`src/rtl/phys_reg_free_list_pkg.sv`:
```
// Shared sizing and tag types for the rename free list.
package phys_reg_free_list_pkg;
    localparam int P_REG_NUM    = 64;
    localparam int ARCH_REG_NUM = 32;
    localparam int PW           = $clog2(P_REG_NUM);
    localparam int DEPTH        = P_REG_NUM - ARCH_REG_NUM;
    localparam int PTRW         = $clog2(DEPTH) + 1;

    typedef logic [PW-1:0]   preg_t;
    typedef logic [PTRW-1:0] fl_ptr_t;
endpackage

```
`src/rtl/phys_reg_free_list.sv`:
```
// Circular free list of physical register tags with a committed shadow
// head so a flush can roll back every speculative allocation in one cycle.
module phys_reg_free_list
    import phys_reg_free_list_pkg::*;
(
    input  logic    clk,
    input  logic    rst,
    input  logic    free_list_deq,
    output logic    free_list_empty,
    output preg_t   deq_preg,
    input  logic    commit_alloc,
    input  logic    commit_free,
    input  preg_t   commit_free_preg,
    input  logic    flush,
    output fl_ptr_t free_count,
    output logic    overflow_err
);
    localparam fl_ptr_t LP_DEPTH = fl_ptr_t'(DEPTH);

    preg_t   r_mem [DEPTH];
    fl_ptr_t r_head;
    fl_ptr_t r_tail;
    fl_ptr_t r_commit_head;
    logic    r_overflow;

    fl_ptr_t w_count;
    logic    w_empty;
    logic    w_full;
    logic    w_deq;
    logic    w_enq;
    logic    w_commit_adv;
    fl_ptr_t w_commit_head_next;

    assign w_count      = r_tail - r_head;
    assign w_empty      = (w_count == '0);
    assign w_full       = (w_count == LP_DEPTH);
    assign w_deq        = free_list_deq && !w_empty && !flush;
    assign w_enq        = commit_free && !w_full;
    // The shadow only tracks allocations already handed out.
    assign w_commit_adv = commit_alloc && (r_commit_head != r_head);
    assign w_commit_head_next = r_commit_head + fl_ptr_t'(w_commit_adv);

    assign free_list_empty = w_empty;
    assign free_count      = w_count;
    assign overflow_err    = r_overflow;
    assign deq_preg        = w_empty ? '0 : r_mem[r_head[PTRW-2:0]];

    always_ff @(posedge clk) begin
        if (rst) begin
            for (int i = 0; i < DEPTH; i++) begin
                r_mem[i] <= preg_t'(ARCH_REG_NUM + i);
            end
            r_head        <= '0;
            r_commit_head <= '0;
            r_tail        <= LP_DEPTH;
            r_overflow    <= 1'b0;
        end else begin
            if (w_enq) begin
                r_mem[r_tail[PTRW-2:0]] <= commit_free_preg;
                r_tail <= r_tail + 1'b1;
            end
            if (commit_free && w_full) begin
                r_overflow <= 1'b1;
            end
            r_commit_head <= w_commit_head_next;
            if (flush) begin
                r_head <= w_commit_head_next;
            end else if (w_deq) begin
                r_head <= r_head + 1'b1;
            end
        end
    end

    a_count_le_depth: assert property (
        @(posedge clk) disable iff (rst) w_count <= LP_DEPTH
    );
    a_ptr_order: assert property (
        @(posedge clk) disable iff (rst)
        fl_ptr_t'(r_head - r_commit_head) <= fl_ptr_t'(r_tail - r_commit_head)
    );
endmodule

```
`config.mk`:
```
export PLATFORM = sky130hd
export DESIGN_NAME = phys_reg_free_list
export DESIGN_NICKNAME = d
export VERILOG_FILES = /design/src/rtl/phys_reg_free_list_pkg.sv /design/src/rtl/phys_reg_free_list.sv
export SDC_FILE = /design/constraint.sdc
export NUM_CORES = 1
export LEC_CHECK = 0
export CORE_MARGIN = 2
export CORE_UTILIZATION = 65
export CTS_BUF_LIST = sky130_fd_sc_hd__clkbuf_16
export CTS_CLUSTER_SIZE = 16
export DETAILED_ROUTE_END_ITERATION = 8
export PLACE_DENSITY = 0.85
export SLEW_MARGIN = 20
export SYNTH_ARGS = -nofsm -noshare
export SYNTH_HDL_FRONTEND = slang
export SYNTH_SLANG_ARGS = --single-unit
```
`constraint.sdc`:
```
create_clock -name clk -period 4.9 [get_ports clk]
set_input_delay 1.47 -clock clk [delete_from_list [all_inputs] [get_ports clk]]
set_output_delay 1.47 -clock clk [all_outputs]
set_load 0.005 [all_outputs]
```
## After elaboration in Yosys (flattened, before gate mapping)

Memories as Yosys holds them, arrays and structs flattened. A register that Yosys moved wholly into a read port is not among the register bits.
Cells that the tools add are included.
Widths: inputs -> output; s select.

- Register bits: 19
- Memory bits (writable): 192
- Input bits: 12
- Logic and storage cells: 35
- Memories kept: 1

- Add/subtract/negate cells: 4
- Eq/ne operators: 2
- Muxes and demuxes: 13
- Reductions and logical operators: 11

Memories:

| memory | words | bits a word | read ports | clocked after memory_dff | write ports | RTL line | source |
|---|---|---|---|---|---|---|---|
| r_mem | 32 | 6 | 1 | 1 | 32 | phys_reg_free_list.sv:20 | `preg_t r_mem [DEPTH];` |

Operator list:

| kind | number |
|---|---|
| $mux 6 | 4 |
| $mux 5 | 3 |
| $add 6x1->6 const B | 2 |
| $add 6x1->6 | 1 |
| $eq 6x6->1 const B | 1 |
| $logic_not 6->1 | 1 |
| $mux 1 | 6 |
| $ne 6x6->1 | 1 |
| $reduce_or 6->1 | 1 |
| $sub 6x6->6 | 1 |
| $logic_and 1x1->1 | 5 |
| $logic_not 1->1 | 3 |
| $reduce_bool 2->1 | 1 |

## Longest topological paths before layout

Gate-level depths: netlist (run 1).

- Depth in word-level cells: 9
- Depth in mapped cells: 13
- Gate-level depth less buffers: 11

## Worst setup path after synthesis (run 1)

No wires, ideal clock.

- Path kind: reg2out
- From: register r_tail[0]
- To: output deq_preg[0]
- Data arrival time: 2.176 ns
- Setup slack: 1.254 ns
- Stages on the path, launching flop included: 11
- Buffers on the path: 2
- Path through: dfxtp_1 -> inv_1 -> ha_1 -> inv_1 -> fa_1 -> nor4_1 -> mux2i_1 -> and4b_1 -> buf_2 -> buf_2 -> nor2_1

- Longest elaborated chain between the ends: 3

Ends and longest elaborated chain:

| element | RTL line | source |
|---|---|---|
| start, declared | phys_reg_free_list.sv:22 | `fl_ptr_t r_tail;` |
| start signal, assigned | phys_reg_free_list.sv:60 | `r_tail <= r_tail + 1'b1;` |
| $sub 6x6->6 | phys_reg_free_list.sv:34 | `assign w_count = r_tail - r_head;` |
| net free_count[1] | phys_reg_free_list.sv:15 | `output fl_ptr_t free_count,` |
| $logic_not 6->1 | phys_reg_free_list.sv:35 | `assign w_empty = (w_count == '0);` |
| net free_list_empty | phys_reg_free_list.sv:9 | `output logic free_list_empty,` |
| $mux 6 | phys_reg_free_list.sv:46 | `assign deq_preg = w_empty ? '0 : r_mem[r_head[PTRW-2:0]];` |
| end, declared | phys_reg_free_list.sv:10 | `output preg_t deq_preg,` |

The timed path passes the listed nets, and every way through them passes these cells.

==> reports/metrics.cfg, run 1 <==
[place]
numPortBuffers=25
dpl.cell_count=960
post-dp-hpwl_mm=15.7
postPlaceCellArea_sq_um=10900
routabilityCongestion=0.857

[run_status]
status=complete, no violations

[die]
die_h_um=131
ioPinCount=26
fp.dieW_um=131
dieArea_sq_um=17100
start_util_pct=66.0
coreArea_sq_um=15800
rows=46

[worst_setup_path]
startpoint_type=flip-flop
worstPathCellList=buf_12 -> mux4_2 -> nor2b_1 -> a211oi_1 -> a211oi_1 -> a21oi_1 -> nor2_1 -> clkdlybuf4s50_1
worstPathMaxFanout=20
cp_data_required_time_ns=3.43
reg2reg_to=r_mem[28][3]$_SDFFCE_PN1P_
end_kind=primary output
r2r_cells=11
r2r_slack_ns=1.02
r2r_start=r_tail[0]$_SDFFE_PP0P_
critPathSlowestCell=dfxtp_4
crit_path_max_incr_delay_ns=0.62
arrival_ns=3.25
worst_path_most_repeated_cell=a211oi_1
critical_path_class=flip-flop to primary output

[timing]
tightest_slew_ns=1.14
finalSetupViolCount=0
min_period_ns=4.72
max_freq_mhz=212
finalHoldViolCount=0
fin_crit_sh_pct=96.3
max_slew_margin_pct=23.9
slew_viol_final=0
fin_skew_ns=0.0163
worst_hold_slack_ns=0.482

[global_routing]
antenna_found_initial=0
grt_max_degree=55
grt.total_usage_pct=29.4
grt_pass1_vias=6587
grt-ovfl-total=0
grt_pass1_wl_mm=36.9

[cells_and_area]
fin_cells=1001
register_area_sq_um=6250
nets=794
nFillCells=961
multi_input_area_sq_um=3940
final_area_sq_um=11600
drive_above_1_share_pct=16.9
area_delta_synth_final_pct=10.7
n_antenna_cell=0

[clock_tree]
clkSinkCount=216
clk_latency_ns=0.51
cts_tree=built
htree_levels=1
clockBufferDepth=3
root_buffer=clkbuf_16
cts_buffers=22
path_clk_slew_ns=0.06

[power_and_ir_drop]
power_density_nw_per_um2=369
irDropWorstVdd_uv=234
power.leakage_nw=3.41

[routing]
drt-total-wl_mm=24.2
drc=0
num_vias=6559
wl_per_cell_um=24.1
drt-vias-per-instance=6.55
drt_iter0_markers=772
final_antenna_net_count=0
drtPass1Iterations=5

[hold_path]
whs_path_depth=2
min_to=overflow_err$_SDFFE_PP0P_
holdCritPathClass=flip-flop to flip-flop
hold_path.startpoint=overflow_err$_SDFFE_PP0P_

[flow_run]
drv_cap=0

[yosys]
yosysTopAreaCell=edfxtp_1
avgSynthCellArea_sq_um=13.8
ys_ff_latch=216
synth_most_common_cell=edfxtp_1
synth_flop_cell=edfxtp_1
synth_nets=782
synth_top_area_share_pct=55.2
synthTopCellsByCount=edfxtp_1 (192), nand2b_1 (86), and2_1 (64)
yosysSeqAreaShare_pct=59.8
ys_warn_count=0
syn_inst=757
ys_async_sr_fraction_pct=0
synth_edf_count=192
netlist_area_sq_um=10500
ys_top_cells_by_area=edfxtp_1 (55%), mux4_2 (12%), nand2b_1 (5.1%)
ys_types=45

area by class of cell:
class | count | share of cell area, %
flip-flops and latches | 216 | 54.0
clock inverters | 17 | 0.616
well taps | 216 | 2.34
clock buffers | 23 | 4.97
repair buffers | 44 | 3.61
inverters | 14 | 0.454
multi-input cells | 471 | 34.0
worst max-delay path by stage:
| stage | endpoint | depth (start not counted) | from |
|---|---|---|---|
| floorplan | deq_preg[0] | 10 | r_tail[0]$_SDFFE_PP0P_ |
| global placement | free_list_empty | 8 | r_tail[0]$_SDFFE_PP0P_ |
| detailed placement | free_list_empty | 8 | r_tail[0]$_SDFFE_PP0P_ |
| CTS | free_list_empty | 8 | r_tail[0]$_SDFFE_PP0P_ |
| global route | deq_preg[2] | 9 | r_tail[0]$_SDFFE_PP0P_ |
| finish | deq_preg[3] | 8 | flip-flop |
per-layer routing:
| metal | up-vias | wire length, um | track usage, % |
|---|---|---|---|
| li1 | 2827 | - | - |
| met1 | 3272 | 8720 | 37.2 |
| met2 | 383 | 12300 | 49.8 |
| met3 | 77 | 2080 | 5.90 |
| met4 | 0 | 1010 | 12.8 |
| met5 | - | 0 | 0 |
stage by stage:
| step | setup TNS (ns) | setup WS, ns | util [%] | power, W |
|---|---|---|---|---|
| 6_report | 0 | 0.179 | 73.1 | 0.00427 |
| 5_1_grt | -0.00940 | -0.00592 | 73.1 | 0.00439 |
| 2_1_floorplan | 0 | 1.25 | - | 0.00253 |
| 3_5_place_dp | 0 | 0.581 | 69.0 | 0.00277 |
| 4_1_cts | 0 | 0.0433 | 73.1 | 0.00427 |
| 3_3_place_gp | 0 | 0.716 | 69.0 | 0.00275 |
where the power goes:
group	internal (W)	leakage, nW	switching (W)	total [W]
clock network	0.000845	0.355	0.000680	0.00152
registers	0.00204	1.78	0.0000550	0.00210
logic	0.000318	1.27	0.000329	0.000647
total	0.00321	3.41	0.00106	0.00427
worst max-delay path: cells and delay by family (launching register included):
kind	cells	cell delay [ns]
buffers and inverters	2	0.70
AO/OA/AOI/OAI	3	0.66
flip-flops	1	0.62
multiplexers	1	0.51
AND/OR/NAND/NOR	2	0.22
cell families after synthesis:
kind of cell	synth area share [%]
compound gates	3.08
xor+xnor	1.25
fa+ha+maj	1.63
buf+inv	2.69
flops	59.8
mux	12.6
simple gates	19.0
cells in the final DEF (no fill, tap or decap), types with 3 or more instances in the layout:
master	synthesis	layout
edfxtp_1	192	192
nand2b_1	86	86
xor2_1	6	6
o21ai_0	8	8
mux4_2	55	55
nand3_1	8	8
nor4_1	13	13
nand2_1	27	27
nor2b_1	9	9
mux2i_1	7	7
nor2_1	17	17
a21oi_1	13	13
dfxtp_1	24	22
buf_4	2	17
clkdlybuf4s50_1	0	25
a211oi_1	10	10
ha_1	12	12
nand3b_1	7	7
xnor2_1	7	7
clkinv_2	0	4
or2_2	12	12
clkinv_1	0	3
inv_1	14	22
o31a_1	4	4
nor3_2	11	11
nand4_1	4	4
a21o_1	3	3
or3_1	20	20
and2_1	64	64
or2_1	21	21
clkbuf_16	0	23
nor3_1	31	31
sequential cells by signal, summed over array words and instances (netlist names), named ones only:
| name | cells |
|---|---|
| r_head | 6 |
| r_tail | 6 |
| overflow_err | 1 |
| r_commit_head | 6 |
| r_mem | 192 |
what timing repair did:
item	4_1_cts	5_1_grt
hold buffers	0	0
buffers inserted	0	1
resized for setup	0	2
endpoints found under the setup margin	0	7
Note: power is estimated with default switching activity, not from simulation.
==> run 2: changes to the inputs <==
CORE_MARGIN = default   (was 2)
==> reports/metrics.cfg, run 2 (same netlist as run 1, synthesis figures left out) <==
[run_status]
status=complete, no violations

[worst_setup_path]
arrival_ns=3.28
crit_path_max_incr_delay_ns=0.47
end_kind=primary output
startpoint_type=flip-flop
crit_buf_inv=4
worstPathCellList=inv_1 -> ha_1 -> inv_1 -> fa_1 -> xor2_1 -> nor4_1 -> mux2i_1 -> buf_4 -> and4b_4 -> nor2_1 -> clkdlybuf4s50_1
worstPathMaxFanout=12
worst_path_most_repeated_cell=inv_1
cp_top_family=buffers and inverters
cp_data_required_time_ns=3.43
critical_path_class=flip-flop to primary output
critPathSlowestCell=clkdlybuf4s50_1

[timing]
min_period_ns=4.75
setup_slack_ns=0.146
tns_ns=0
fin_crit_sh_pct=97.0
max_slew_margin_pct=45.8
tightest_slew_ns=0.811
fin_skew_ns=0.0164
finalHoldViolCount=0
finalSetupViolCount=0
slew_viol_final=0
rsz0062_at_grt=false
max_freq_mhz=210

[cells_and_area]
drive_above_1_share_pct=18.0
multi_input_area_sq_um=3940
nFillCells=911
largest_reg_flops=192
regMostFlops=r_mem
register_area_sq_um=6250
area_delta_synth_final_pct=11.7
nets=795
final_common_cell=edfxtp_1
fin_cells=996
layout_common_cells=edfxtp_1 (192), nand2b_1 (86), and2_1 (64)
final_util_pct=75.7

[place]
numPortBuffers=25
dpl.cell_count=952
post-place-ws_ns=0.374
post-dp-hpwl_mm=15.2
routabilityCongestion=0.851

[clock_tree]
clk_latency_ns=0.51
cts_buffers=22
htree_levels=1
root_buffer=clkbuf_16
path_clk_slew_ns=0.06
clockBufferDepth=3
cts_tree=built
clkSinkCount=216
holdBufCountCts=0

[routing]
final_antenna_net_count=0
drt-vias-per-instance=6.53
drt_iter0_markers=684
wl_per_cell_um=24.3
drt-total-wl_mm=24.2
drc=0
drtPass1Iterations=5
num_vias=6505

[die]
fp.dieW_um=129
die_h_um=129
rows=45
ioPinCount=26
dieArea_sq_um=16600
coreArea_sq_um=15400
start_util_pct=67.7

[global_routing]
grt_max_degree=55
antenna_found_initial=1
grt_pass1_wl_mm=36.7
grt.total_usage_pct=30.6
grt_pass1_vias=6587
grt-ovfl-total=0

[power_and_ir_drop]
power_w=0.00445
irDropWorstVdd_uv=361
power_density_nw_per_um2=381
power.leakage_nw=3.44

[hold_path]
holdCritPathClass=flip-flop to flip-flop

[flow_run]
drv_cap=0

-- run 2: cell types whose count changed in the layout (fill, tap and decap cells not counted), sizes merged --
cell | previous run | this run
clkdlybuf4s50 | 25 | 24
buf | 19 | 21
diode | 0 | 1
bufinv | 0 | 2
clkbuf | 23 | 25
inv | 24 | 18
-- run 2: repair_timing --
action,4_1_cts,5_1_grt
setup buffers,1,4
cloned,0,0
resized for setup,2,2
pin swaps,0,0
setup endpoints to repair,7,7
-- run 2: power breakdown --
group	total (W)	switching, W	internal, W	leakage, nW
Clock	0.00169	0.000676	0.00101	0.377
Sequential	0.00209	0.0000459	0.00204	1.78
Combinational	0.000669	0.000343	0.000326	1.28
Total	0.00445	0.00106	0.00339	3.44
-- run 2: area by class of cell --
class / count / share of cell area, %
diodes: 1 / 0.0214
multi-input cells: 471 / 33.7
well taps: 211 / 2.26
flip-flops and latches: 216 / 53.6
repair buffers: 45 / 3.71
clock buffers: 25 / 5.36
clock inverters: 13 / 0.932
inverters: 14 / 0.450
-- run 2: per-layer routing --
metal  wire, um  vias to the layer above  global-route usage, %
li1           -                     2832                      -
met1       8780                     3206                   38.6
met2      12200                      384                   50.8
met3       2190                       83                   6.49
met4       1030                        0                   15.1
met5          0                        -                      0
-- run 2: worst min-delay path, delay by kind of cell, from the launching register on --
kind,cells,cell delay (ns)
flip-flops,1,0.34
AND/OR/NAND/NOR,1,0.08
AO/OA/AOI/OAI,1,0.05
-- run 2: final timing paths --
kind / from / to / slack (ns) / depth (start not counted)
min reg2reg: overflow_err$_SDFFE_PP0P_ / overflow_err$_SDFFE_PP0P_ / 0.49 / 2
min: overflow_err$_SDFFE_PP0P_ / overflow_err$_SDFFE_PP0P_ / 0.49 / 2
max reg2reg: r_tail[0]$_SDFFE_PP0P_ / r_mem[29][1]$_SDFFCE_PN0P_ / 1.28 / 12
max: r_tail[0]$_SDFFE_PP0P_ / deq_preg[5] / 0.15 / 11
-- run 2: per-stage QoR --
| stage | area, sq um | hold WS, ns |
|---|---|---|
| finish | 11700 | 0.494 |
| global route | 11700 | 0.527 |
| CTS | 11600 | 0.493 |
| detailed placement | 10900 | 0.477 |
| global placement | 10900 | 0.460 |
| floorplan | 10500 | 0.460 |
